<file path="src/rtl/shiftreg_pkg.sv">
// Shared types and helpers for the frame deserializer.
//   deser_state_t : FSM states (COLLECT, HOLD, DROP)
//   count_width() : bits needed to hold a word count of 0..n
package shiftreg_pkg;

  typedef enum logic [1:0] {
    COLLECT = 2'd0,
    HOLD    = 2'd1,
    DROP    = 2'd2
  } deser_state_t;

  // Width of a counter that must represent 0..n inclusive.
  function automatic int unsigned count_width(input int unsigned n);
    return (n < 1) ? 1 : $clog2(n + 1);
  endfunction

endpackage

</file>
<file path="src/rtl/frame_deserializer.sv">
// Rebuilds a parallel frame of up to NDATA words from a valid/ready word
// stream with a last-word marker, and presents it with its own handshake.
// Ports:
//   i_clk, i_rst       clock, asynchronous active-high reset
//   i_valid/o_ready    input word handshake; i_data word, i_last end-of-frame
//   o_valid/i_ready    frame handshake
//   o_data[0:NDATA-1]  frame slots, slot 0 = first word, unused slots = PAD
//   o_count            valid words in frame (1..NDATA)
//   o_short            frame ended by i_last before NDATA words
//   o_trunc            NDATA words seen without i_last; excess being dropped
module frame_deserializer
  import shiftreg_pkg::*;
#(
  parameter int unsigned    BIT   = 8,
  parameter int unsigned    NDATA = 3,
  parameter logic [BIT-1:0] PAD   = '0,
  localparam int unsigned   CW    = count_width(NDATA)
) (
  input  logic           i_clk,
  input  logic           i_rst,
  input  logic           i_valid,
  output logic           o_ready,
  input  logic [BIT-1:0] i_data,
  input  logic           i_last,
  output logic           o_valid,
  input  logic           i_ready,
  output logic [BIT-1:0] o_data [0:NDATA-1],
  output logic [CW-1:0]  o_count,
  output logic           o_short,
  output logic           o_trunc
);

  deser_state_t   r_state, w_state_n;
  logic [CW-1:0]  r_idx, w_idx_n;
  logic [BIT-1:0] r_slot [0:NDATA-1];
  logic [BIT-1:0] w_slot_n [0:NDATA-1];
  logic [CW-1:0]  r_count, w_count_n;
  logic           r_short, w_short_n;
  logic           r_trunc, w_trunc_n;
  logic           r_valid, w_valid_n;
  logic           r_ready, w_ready_n;
  logic           w_accept;

  assign w_accept = i_valid && r_ready;

  // State and output registers.
  always_ff @(posedge i_clk or posedge i_rst) begin
    if (i_rst) begin
      r_state <= COLLECT;
      r_idx   <= '0;
      for (int i = 0; i < int'(NDATA); i++) r_slot[i] <= PAD;
      r_count <= '0;
      r_short <= 1'b0;
      r_trunc <= 1'b0;
      r_valid <= 1'b0;
      r_ready <= 1'b0;
    end else begin
      r_state <= w_state_n;
      r_idx   <= w_idx_n;
      r_slot  <= w_slot_n;
      r_count <= w_count_n;
      r_short <= w_short_n;
      r_trunc <= w_trunc_n;
      r_valid <= w_valid_n;
      r_ready <= w_ready_n;
    end
  end

  // Next-state and next-output logic.
  always_comb begin
    w_state_n = r_state;
    w_idx_n   = r_idx;
    w_slot_n  = r_slot;
    w_count_n = r_count;
    w_short_n = r_short;
    w_trunc_n = r_trunc;

    case (r_state)
      COLLECT: begin
        if (w_accept) begin
          // Write-addressed slot update; compare avoids an out-of-range index.
          for (int i = 0; i < int'(NDATA); i++) begin
            if (r_idx == CW'(i)) w_slot_n[i] = i_data;
          end
          if (i_last) begin
            w_state_n = HOLD;
            w_count_n = r_idx + CW'(1);
            w_short_n = (r_idx != CW'(NDATA - 1));
            w_trunc_n = 1'b0;
          end else if (r_idx == CW'(NDATA - 1)) begin
            w_state_n = HOLD;
            w_count_n = CW'(NDATA);
            w_short_n = 1'b0;
            w_trunc_n = 1'b1;
          end else begin
            w_idx_n = r_idx + CW'(1);
          end
        end
      end
      HOLD: begin
        if (i_ready) begin
          for (int i = 0; i < int'(NDATA); i++) w_slot_n[i] = PAD;
          w_idx_n   = '0;
          w_count_n = '0;
          w_short_n = 1'b0;
          // o_trunc stays set through DROP so downstream sees the discard.
          w_state_n = r_trunc ? DROP : COLLECT;
        end
      end
      DROP: begin
        if (w_accept && i_last) begin
          w_trunc_n = 1'b0;
          w_state_n = COLLECT;
        end
      end
      default: w_state_n = COLLECT;
    endcase

    // Handshake outputs follow the state being entered, so they are registered.
    w_valid_n = (w_state_n == HOLD);
    w_ready_n = (w_state_n != HOLD);
  end

  assign o_ready = r_ready;
  assign o_valid = r_valid;
  assign o_data  = r_slot;
  assign o_count = r_count;
  assign o_short = r_short;
  assign o_trunc = r_trunc;

endmodule

</file>
<file path="config.mk">
export PLATFORM = sky130hd
export DESIGN_NAME = frame_deserializer
export DESIGN_NICKNAME = d
export VERILOG_FILES = /design/src/rtl/shiftreg_pkg.sv /design/src/rtl/frame_deserializer.sv
export SDC_FILE = /design/constraint.sdc
export NUM_CORES = 1
export LEC_CHECK = 0
export CAP_MARGIN = 20
export CORE_MARGIN = 5
export CORE_UTILIZATION = 40
export DETAILED_ROUTE_END_ITERATION = 6
export PLACE_DENSITY = 0.74
export SLEW_MARGIN = 20
export SYNTH_ARGS = -nofsm -noshare
export SYNTH_HDL_FRONTEND = slang
export SYNTH_SLANG_ARGS = --single-unit
</file>
<file path="constraint.sdc">
create_clock -name i_clk -period 3.6 [get_ports i_clk]
set_clock_uncertainty 0.15 [all_clocks]
set_input_delay 1.08 -clock i_clk [delete_from_list [all_inputs] [get_ports i_clk]]
set_output_delay 1.08 -clock i_clk [all_outputs]
set_load 0.005 [all_outputs]
</file>
==> flow_summary.yaml <==
timing:
  fmax_mhz: 373
  timing.final.crit_share_pct: 74.5
  report.final.slew_viol_count: 0
  slew_headroom_pct: 36.7
  holdWs_ps: 377
  setup-tns-final_ps: 0
  post-route-min-period_ps: 2680
  rsz0062_at_grt: "no"
  tightest_slew_ps: 949
  finalHoldViolations: 0
  setup_violations: 0
cts:
  worstSkewPairLatency_ps: 280
  cts.sinks: 34
  tritoncts: "built"
  ctsHoldBuffers: 0
  cts_buffers: 5
  cts_max_path_buffers: 2
  cts_root_buffer: "clkbuf_8"
  cts-resized-gates: 0
  htree_levels: 2
  path_clk_slew_ps: 70
  cts_setup_buffers: 0
synthesis:
  synth_top_area_share_pct: 47.4
  yosys.area.top_type: "dfrtp_1"
  synth_cell_types: 27
  synth_area_sq_um: 1800
  avgSynthCellArea_sq_um: 10.8
  yosysWarningCount: 0
  synth_fp_nets: 182
  synth_seq_area_share_pct: 47.4
  ys_ff_latch: 34
  netlist_top_cells_area: "dfrtp_1 47%, a221o_1 13%, a211oi_1 10%"
  synth_cells: 166
critical_path:
  cp.arrival_ps: 2740
  required_ps: 3660
  crit_buf_inv: 1
  cp_max_fo: 10
  crit_chain: "clkdlybuf4s50_1 -> and4b_1 -> nor2b_4 -> a221o_1"
  critical_path_class: "in2reg"
  crit_family: "simple AND/OR/NAND/NOR gates"
  critical_path.startpoint_type: "primary input"
  slowest_delay_ps: 590
  cp.depth: 4
  worst-r2r-cell-count: 5
  cpMaxStageDelayCell: "clkdlybuf4s50_1"
  reg2reg_slack_ps: 1540
  end_kind: "flop"
global_route:
  track_usage_pct: 15.5
  antenna_found_initial: 0
  grt_busiest_layer: "met2"
  use_met2_pct: 22.8
  met3_usage_pct: 4.68
  overflow: 0
  use_met1_pct: 21.9
  grt_pass1_vias: 1423
  grt_pass1_wl_microns: 7530
  grt_max_degree: 38
detailed_routing:
  routed-via-count: 1454
  drtIter0Drc: 142
  remaining_drc_errors: 0
  firstDrtPassIters: 4
  viasPerCell: 5.70
  wire_per_inst_microns: 17.4
  ant_nets: 0
  drt_wl_total_microns: 4440
placement:
  routabilityCongestion: 0.771
  portBuffers: 42
  placed_area_sq_um: 2190
  dpl.hpwl_microns: 3070
layout:
  antenna_cells: 0
  area_growth_pct: 27.2
  fillers: 402
  finish.utilization_pct: 52.5
  final_nets: 218
  fin_area_sq_um: 2280
  drive_above_1_share_pct: 7.39
power_and_ir_drop:
  p_per_area_nw_per_um2: 752
  ir_drop_mv: 0.296
  leakagePower_nw: 0.965
min_path:
  hold_depth: 2
  hold_path_class: "reg2reg"
status:
  status: "finished clean"
floorplanning:
  num_io_pins: 43
  num_rows: 24
  start_util_pct: 41.3
  core_sq_um: 4350
  fp.dieH_microns: 77.0
  die_area_sq_um: 5930
  die_x_microns: 77.0
job:
  drv_cap: 0
[worst paths after layout]
kind | startpoint | endpoint
setup / recovery | i_valid | o_data[1]
hold / removal | o_short | o_short
setup reg to reg | r_idx[0] | o_data[1]
hold reg to reg | o_short | o_short
max in group asynchronous | i_rst | o_data[1]
min in group asynchronous | i_rst | o_data[19]
[registers in the layout, indices dropped and copies added (netlist names)]
signal / flops
o_short: 1
r_state: 2
o_valid: 1
o_ready: 1
o_count: 2
o_trunc: 1
r_idx: 2
o_data: 24
[synth_stat cells]
cell type,instances
inv_1,27
nor3_1,3
clkbuf_1,6
nand3_1,2
ha_1,3
buf_2,2
o21bai_1,1
and4bb_1,1
o21ba_1,2
nand4_1,1
nor2b_4,3
dfrtp_1,34
buf_1,1
nor2_1,2
o21ai_1,4
nand3b_1,1
o311ai_1,2
a2bb2oi_1,3
and4b_1,3
nor2b_1,1
buf_6,7
a21oi_1,1
nand2_1,6
a211oi_1,24
nand4b_1,1
buf_4,1
a221o_1,24
[per-stage QoR]
step	instances	setup WS (ps)	power [mW]
2_1_floorplan	166	1410	1.11
4_1_cts	255	933	1.73
3_5_place_dp	247	631	1.44
3_3_place_gp	247	642	1.41
6_report	255	919	1.72
5_1_grt	255	813	1.84
[final cells by class]
class / instances / area [sq um] / share of cell area (%)
clock inverter: 2 / 12.5 / 0.548
inverter: 27 / 101 / 4.44
clock buffer: 6 / 82.6 / 3.61
tap: 52 / 65.1 / 2.85
sequential: 34 / 851 / 37.2
timing repair buffer: 46 / 450 / 19.7
multi-input combinational: 88 / 722 / 31.6
[routing by layer]
layer  wire, microns  up-vias
li1                -      698
met1            1900      697
met2            2100       55
met3             408        4
met4              35        0
met5               0        -
[power by group]
group          internal, mW  switching (mW)  leakage [nW]
Clock                 0.154           0.142        0.0472
Sequential            0.521           0.136         0.440
Combinational         0.440           0.326         0.478
Total                  1.11           0.603         0.965
[logic make-up (layout without fill, tap and decap cells)]
family | Yosys count | after routing | share of synthesized area (%)
AO/OA/AOI/OAI | 61 | 61 | 28.8
adder cells (fa/ha/maj) | 3 | 3 | 2.09
buffers and inverters | 44 | 81 | 12.5
flip-flops | 34 | 34 | 47.4
AND/OR/NAND/NOR | 24 | 24 | 9.33
[cells in the final DEF, fill, tap and decap left out, drive strengths merged]
master / n
nand2: 6
a221o: 24
nand3b: 1
clkbuf: 6
and4b: 3
nand4b: 1
buf: 4
clkdlybuf4s50: 42
inv: 27
o21bai: 1
a2bb2oi: 3
nor2: 2
dfrtp: 34
o311ai: 2
clkinv: 1
clkinvlp: 1
o21ba: 2
nor2b: 4
nand4: 1
ha: 3
nand3: 2
and4bb: 1
o21ai: 4
nor3: 3
a211oi: 24
a21oi: 1
[worst min-delay path: cells and delay by family, from the launching register on]
family,cells,cell delay (ps)
compound gates,1,50
flops,1,380
simple gates,1,60
No activity file was read; power rests on OpenSTA's default activity.
